`src/rtl/bp_nonidem_gate.sv`:
```
// bp_nonidem_gate: single-entry request gate after the PMA check.
// Idempotent requests issue one cycle after acceptance; non-idempotent
// requests wait for commit_i (or are squashed by flush_i). A credit counter
// tracks outstanding uncached requests; non-idempotent issue waits for zero.
// Ports: req_* upstream (ready-and), mem_* downstream (ready-and),
// commit_i/flush_i from the core, uncached_resp_i returns one credit,
// empty_o reports nothing held and nothing uncached outstanding.
module bp_nonidem_gate #(
  parameter int unsigned ptag_width_p        = 28,
  parameter int unsigned page_offset_width_p = 12,
  parameter int unsigned dword_width_p       = 64,
  parameter int unsigned credits_p           = 4
) (
  input  logic                           clk_i,
  input  logic                           reset_i,

  input  logic                           req_v_i,
  output logic                           req_ready_and_o,
  input  logic [ptag_width_p-1:0]        req_ptag_i,
  input  logic [page_offset_width_p-1:0] req_offset_i,
  input  logic                           req_store_i,
  input  logic [1:0]                     req_size_i,
  input  logic [dword_width_p-1:0]       req_data_i,
  input  logic                           req_uncached_i,
  input  logic                           req_nonidem_i,

  input  logic                           commit_i,
  input  logic                           flush_i,

  output logic                           mem_v_o,
  input  logic                           mem_ready_and_i,
  output logic [ptag_width_p-1:0]        mem_ptag_o,
  output logic [page_offset_width_p-1:0] mem_offset_o,
  output logic                           mem_store_o,
  output logic [1:0]                     mem_size_o,
  output logic [dword_width_p-1:0]       mem_data_o,
  output logic                           mem_uncached_o,

  input  logic                           uncached_resp_i,
  output logic                           empty_o
);

  localparam int unsigned CntW = $clog2(credits_p + 1);
  localparam logic [CntW-1:0] CreditsMax = CntW'(credits_p);

  typedef enum logic [1:0] {
    StReady,
    StWaitCommit,
    StSend
  } state_e;

  state_e                         state_q, state_d;
  logic [CntW-1:0]                cnt_q, cnt_d;
  logic                           nonidem_q, nonidem_d;
  logic                           committed_q, committed_d;

  logic [ptag_width_p-1:0]        ptag_q;
  logic [page_offset_width_p-1:0] offset_q;
  logic                           store_q;
  logic [1:0]                     size_q;
  logic [dword_width_p-1:0]       data_q;
  logic                           uncached_q;

  logic                           req_hs;
  logic                           mem_hs;

  // Outputs are gated by reset so a mid-operation reset silences the
  // interface in the reset cycle itself.
  always_comb begin
    req_ready_and_o = 1'b0;
    mem_v_o         = 1'b0;
    if (!reset_i) begin
      req_ready_and_o = (state_q == StReady) && (cnt_q < CreditsMax);
      if (state_q == StSend) begin
        // I/O waits for all earlier uncached responses; a flushed
        // idempotent entry is withdrawn in the flush cycle.
        mem_v_o = nonidem_q ? (cnt_q == '0) : !flush_i;
      end
    end
  end

  assign req_hs  = req_v_i && req_ready_and_o;
  assign mem_hs  = mem_v_o && mem_ready_and_i;
  assign empty_o = (state_q == StReady) && (cnt_q == '0);

  assign mem_ptag_o     = ptag_q;
  assign mem_offset_o   = offset_q;
  assign mem_store_o    = store_q;
  assign mem_size_o     = size_q;
  assign mem_data_o     = data_q;
  assign mem_uncached_o = uncached_q;

  always_comb begin
    state_d     = state_q;
    nonidem_d   = nonidem_q;
    committed_d = committed_q;
    cnt_d       = cnt_q;

    unique case (state_q)
      StReady: begin
        if (req_hs) begin
          nonidem_d   = req_nonidem_i;
          committed_d = 1'b0;
          state_d     = req_nonidem_i ? StWaitCommit : StSend;
        end
      end
      StWaitCommit: begin
        if (flush_i) begin
          state_d = StReady;
        end else if (commit_i) begin
          committed_d = 1'b1;
          state_d     = StSend;
        end
      end
      StSend: begin
        if (mem_hs) begin
          state_d = StReady;
        end else if (flush_i && !committed_q) begin
          state_d = StReady;
        end
      end
      default: state_d = StReady;
    endcase

    unique case ({mem_hs && uncached_q, uncached_resp_i})
      2'b10:   cnt_d = cnt_q + CntW'(1);
      2'b01:   cnt_d = cnt_q - CntW'(1);
      default: cnt_d = cnt_q;
    endcase
  end

  always_ff @(posedge clk_i) begin
    if (reset_i) begin
      state_q     <= StReady;
      cnt_q       <= '0;
      nonidem_q   <= 1'b0;
      committed_q <= 1'b0;
    end else begin
      state_q     <= state_d;
      cnt_q       <= cnt_d;
      nonidem_q   <= nonidem_d;
      committed_q <= committed_d;
    end
  end

  // Payload is don't-care while nothing is held, so it carries no reset.
  always_ff @(posedge clk_i) begin
    if (req_hs) begin
      ptag_q     <= req_ptag_i;
      offset_q   <= req_offset_i;
      store_q    <= req_store_i;
      size_q     <= req_size_i;
      data_q     <= req_data_i;
      uncached_q <= req_uncached_i;
    end
  end

  a_resp_needs_credit : assert property (
    @(posedge clk_i) disable iff (reset_i) !(uncached_resp_i && (cnt_q == '0))
  );

endmodule

```
`config.mk`:
```
export PLATFORM = sky130hd
export DESIGN_NAME = bp_nonidem_gate
export DESIGN_NICKNAME = d
export VERILOG_FILES = /design/src/rtl/bp_nonidem_gate.sv
export SDC_FILE = /design/constraint.sdc
export NUM_CORES = 1
export LEC_CHECK = 0
export CAP_MARGIN = 5
export CORE_MARGIN = 2
export CORE_UTILIZATION = 39
export DETAILED_ROUTE_END_ITERATION = 8
export PLACE_DENSITY = 0.9
export SYNTH_ARGS = -nofsm -noshare
export SYNTH_HDL_FRONTEND = slang
export SYNTH_SLANG_ARGS = --single-unit
```
`constraint.sdc`:
```
create_clock -name clk_i -period 7.2 [get_ports clk_i]
set_input_delay 1.08 -clock clk_i [delete_from_list [all_inputs] [get_ports clk_i]]
set_output_delay 1.08 -clock clk_i [all_outputs]
set_load 0.05 [all_outputs]
```
# Yosys cells after proc, flatten, opt, wreduce, memory -nomap -nowiden
# Cells that the tools add are included.
# totals
regBits	115
latch_bits	0
ramBits	0
romBits	0
inputBits	116
wordCells	53
n_memories	0
# op_classes
add_sub_neg	2
mul	0
div	0
magnitude_cmp	1
n_eq_ne	9
shift	0
n_mux	16
bitwise_logic	0
reduce_logical	15
# op_table
cell	n
$mux 2	6
$mux 1	7
$logic_and 1x1->1	6
$ne 2x2->1 const B	3
$pmux 2 s3	1
$pmux 3 s2	1
$eq 2x1->1 const B	2
$eq 2x2->1 const B	2
$reduce_and 4->1	1
$reduce_bool 2->1	2
$add 3x1->3 const B	1
$logic_not 3->1	1
$lt 3x3->1 const B	1
$ne 3x2->1 const B	1
$ne 3x3->1 const B	1
$reduce_and 3->1	1
$sub 3x1->3 const B	1
$logic_not 1->1	2
$logic_not 2->1	1
$pmux 1 s2	1
$reduce_and 2->1	1

# Longest topological paths before layout
# depth
depth_word	8
depth_mapped	10
depth_no_buf	9

# Least setup slack after synthesis
# Ideal clock, no wire load.
# synth_path
path_type	input -> register
startpoint	in reset_i
endpoint	reg data_q[0] (netlist: mem_data_o[0]) (enable)
setup_time_ps	477
t_arrival_ps	5403
slack_ps	1320
stages	3
path_cell_list	buf_2 > nor4_1 > and2_1
# synth_between
elab_chain_cells	2
# synth_rtl
element	line_no	text
start: declaration	15	input logic reset_i,
$mux 1	72	if (!reset_i) begin
net req_ready_and_o	18	output logic req_ready_and_o,
$logic_and 1x1->1	82	assign req_hs = req_v_i && req_ready_and_o;
net req_hs	64	logic req_hs;
end signal: assignment	153	data_q <= req_data_i;
end: declaration	61	logic [dword_width_p-1:0] data_q;
# The timed path passes the listed nets, and every way through them passes these cells.
# A chain may end at the register's enable or synchronous reset.

# Final worst setup path
# layout_path
startpoint	in reset_i
endpoint	out mem_v_o
# layout_between
elab_chain_cells	1
# layout_rtl
element	line_no	text
$mux 1	72	
end: declaration	30	output logic mem_v_o,
# No other way between the ends.

==> impl_metrics.env <==
export IMPL_postSynthNetCount=274
export IMPL_synth_async_reset_ratio_pct=0
export IMPL_groute_layer_met3_usage_pct=7.77
export IMPL_timing_critical_path_slowest_stage_cell="sky130_fd_sc_hd__clkdlybuf4s50_1"
export IMPL_initial_core_util_pct=39.9
export IMPL_synth_adder_area_share_pct=0.888
export IMPL_post_dp_hpwl_um=7470
export IMPL_finalCritPeriodShare_pct=56.3
export IMPL_max_clock_freq_mhz=247
export IMPL_gr_usage_met2_pct=34.6
export IMPL_status="completed"
export IMPL_grt_use_total_pct=19.4
export IMPL_fp_dieW_um=101
export IMPL_worst_ep_required_time_ps=6120
export IMPL_ys_ff_latch=115
export IMPL_cts_resized=0
export IMPL_p_int_uw=1390
export IMPL_cellPowerDensity_nw_per_um2=283
export IMPL_grt_util_met1_pct=20.3
export IMPL_clk_transition_reported_paths_ps=50
export IMPL_synth_simple_gate_area_share_pct=3.76
export IMPL_finalSetupViolations=0
export IMPL_drt_vias_per_instance=4.71
export IMPL_cts_buffers_inserted=17
export IMPL_post_synth_edffs=108
export IMPL_power_sequential_fraction_pct=42.3
export IMPL_dominant_combinational_cell_family_by_area_after_synthesis="simple AND/OR/NAND/NOR gates"
export IMPL_synthMostInstantiatedCell="sky130_fd_sc_hd__edfxtp_1"
export IMPL_synth_top_area_share_pct=88.5
export IMPL_root_buffer="sky130_fd_sc_hd__clkbuf_8"
export IMPL_seq_area_frac_synth_pct=92.3
export IMPL_maxSlewViolCount=0
export IMPL_synth_area_mux_share_pct=0
export IMPL_total_count_of_hold_check_failures_in_the_final_report=0
export IMPL_relSlewSlack_pct=51.8
export IMPL_post_synth_cell_area_avg_um2=23.5
export IMPL_crit_path_max_incr_delay_ps=820
export IMPL_category_of_the_worst_setup_path_launch_point="input pin"
export IMPL_site_rows=35
export IMPL_cts_repair_timing_setup_buffer_count=0
export IMPL_fp_coreArea_um2=9200
export IMPL_synth_top_cells_by_count="sky130_fd_sc_hd__edfxtp_1, sky130_fd_sc_hd__dfxtp_1, sky130_fd_sc_hd__nor2_1"
export IMPL_wl_per_cell_um=19.1
export IMPL_fillerInstances=591
export IMPL_clock_latency_on_the_worst_skew_pair_ps=500
export IMPL_antenna_cells_inserted=0
export IMPL_yosys_warnings=0
export IMPL_netlist_instances=156
export IMPL_cp_end_kind="output pin"
export IMPL_max_cap_violations=0
export IMPL_firstDrtPassIters=4
export IMPL_crit_path_frequent_cell="sky130_fd_sc_hd__clkdlybuf4s50_1"
export IMPL_clock_tree_buffer_depth=2
export IMPL_design_die_area_um2=10200
export IMPL_cts_sinks=115
export IMPL_ant_nets=0
export IMPL_p_clk_share_pct=42.1
export IMPL_grt_max_degree=56
export IMPL_first_global_vias=2577
export IMPL_grt_overflow_total=0
export IMPL_timing_worst_slew_pin_value_ps=723
export IMPL_power_leakage_uw=0.00233
export IMPL_final_period_minus_worst_setup_slack_ps=4050
export IMPL_cts_tree="built"
export IMPL_min_delay_path_class="reg -> reg"
export IMPL_netSwitchingPower_uw=488
export IMPL_h_tree_lvls=4
export IMPL_routabilityCongestion=0.793
export IMPL_post_synth_main_area_contributors="sky130_fd_sc_hd__edfxtp_1, sky130_fd_sc_hd__dfxtp_1, sky130_fd_sc_hd__nor2_1"
export IMPL_multiInputGateArea_um2=264
export IMPL_io_buffers=226
export IMPL_power_switching_fraction_pct=26.0
export IMPL_proportion_of_layout_cells_with_a_drive_suffix_above_1_pct=8.70
export IMPL_syn2layout_area_growth_pct=81.2
export IMPL_post_synth_xor_area_fraction_pct=0.478
export IMPL_vdd_ir_drop_max_mv=0.169
export IMPL_dominantRegCellSynth="sky130_fd_sc_hd__edfxtp_1"
export IMPL_grt_first_pass_wirelength_um=14200
export IMPL_worstPathMaxFanout=9
export IMPL_rsz0062_at_grt="false"
export IMPL_finish_net_count=519
export IMPL_starting_drt_drc_count=115
export IMPL_vias=2472
export IMPL_power_frac_comb_pct=15.7
export IMPL_post_layout_total_power_uw=1880
export IMPL_grt_max_usage_layer="met2"
export IMPL_ff_latch_area_um2=3380
export IMPL_synth_cell_types=29
export IMPL_post_synth_top_area_cell="sky130_fd_sc_hd__edfxtp_1"
export IMPL_skew_ps=10.2
export IMPL_fin_setup_tns_ps=0
export IMPL_critical_path_arrival_ps=2970
export IMPL_io_pins=227
export IMPL_fp_dieH_um=101
export IMPL_crit_type="in -> out"
export IMPL_antenna_violations_before_repair=0
export IMPL_postRouteWirelength_um=10000
export IMPL_detail_route_drc_violations=0
export IMPL_ctsHoldBuffers=0
export IMPL_synthesis_area_um2=3660
export IMPL_synth_compound_area_share_pct=2.01
export IMPL_crit_chain="clkdlybuf4s50_1, nor2_1, o211a_1, clkdlybuf4s50_1"
## flip-flops by register name, indices dropped and copies added, names as in the netlist
register	flops
cnt_q	3
mem_store_o	1
committed_q	1
state_q	2
mem_size_o	2
mem_ptag_o	28
mem_offset_o	12
mem_uncached_o	1
mem_data_o	64
nonidem_q	1
## critical path, delay by kind of cell
| kind | cells | cell delay [ps] |
|---|---|---|
| buffers and inverters | 2 | 1380 |
| AND/OR/NAND/NOR | 1 | 260 |
| AO/OA/AOI/OAI | 1 | 250 |
## layout make-up
class,instances,share of cell area [%]
clock buffers,17,6.24
clock inverters,15,2.35
inverters,4,0.226
multi-input cells,36,3.98
flip-flops and latches,115,50.9
well taps,111,2.09
repair buffers,227,34.2
## final timing paths
path | start | endpoint | slack [ps] | depth (start not counted)
worst max-delay path | reset_i | mem_v_o | 3150 | 4
worst max register to register | state_q[1]$_SDFFE_PP0P_ | mem_ptag_o[23]$_DFFE_PP_ | 4560 | 3
worst min register to register | nonidem_q$_SDFFE_PP0P_ | nonidem_q$_SDFFE_PP0P_ | 490 | 2
worst min-delay path | nonidem_q$_SDFFE_PP0P_ | nonidem_q$_SDFFE_PP0P_ | 490 | 2
## layer usage
metal	part of all wire [%]	wire, um	vias to the layer above
met1	34	3460	1188
met5	0	0	-
li1	-	-	1120
met4	1.7	170	0
met3	9.4	946	12
met2	54	5470	152
## logic make-up after synthesis
logic type | Yosys count
flops | 115
simple gates | 22
compound gates | 10
buf+inv | 5
xor+xnor | 2
fa+ha+maj | 2
## per-stage QoR
stage | utilization [%] | instances | cell area [um^2] | setup slack [ps] | hold slack, ps
global route | 72.2 | 525 | 6640 | 3040 | 515
detailed placement | 66.0 | 493 | 6070 | 3150 | 493
finish | 72.2 | 525 | 6640 | 3150 | 493
CTS | 72.2 | 525 | 6640 | 3150 | 498
global placement | 66.0 | 493 | 6070 | 3240 | 471
floorplan | - | 156 | 3660 | 1320 | 445
## layout by cell type, fill, tap and decap left out, drive strengths merged, types with 2 or more instances in the layout
cell,instances
clkinvlp,4
a21oi,4
clkinv,6
nor2,7
clkdlybuf4s50,226
inv,7
edfxtp,108
nor4b,2
clkbuf,17
bufinv,2
xor2,2
dfxtp,7
## power by group through the flow
stage                     Combinational (uW)  Clock [uW]  Sequential [uW]
after global placement                   289           0              805
after detailed placement                 295           0              808
final                                    294         791              794
after floorplan                         38.0           0              926
after CTS                                296         807              795
after global routing                     306         837              798
No activity file was read; power rests on OpenSTA's default activity.
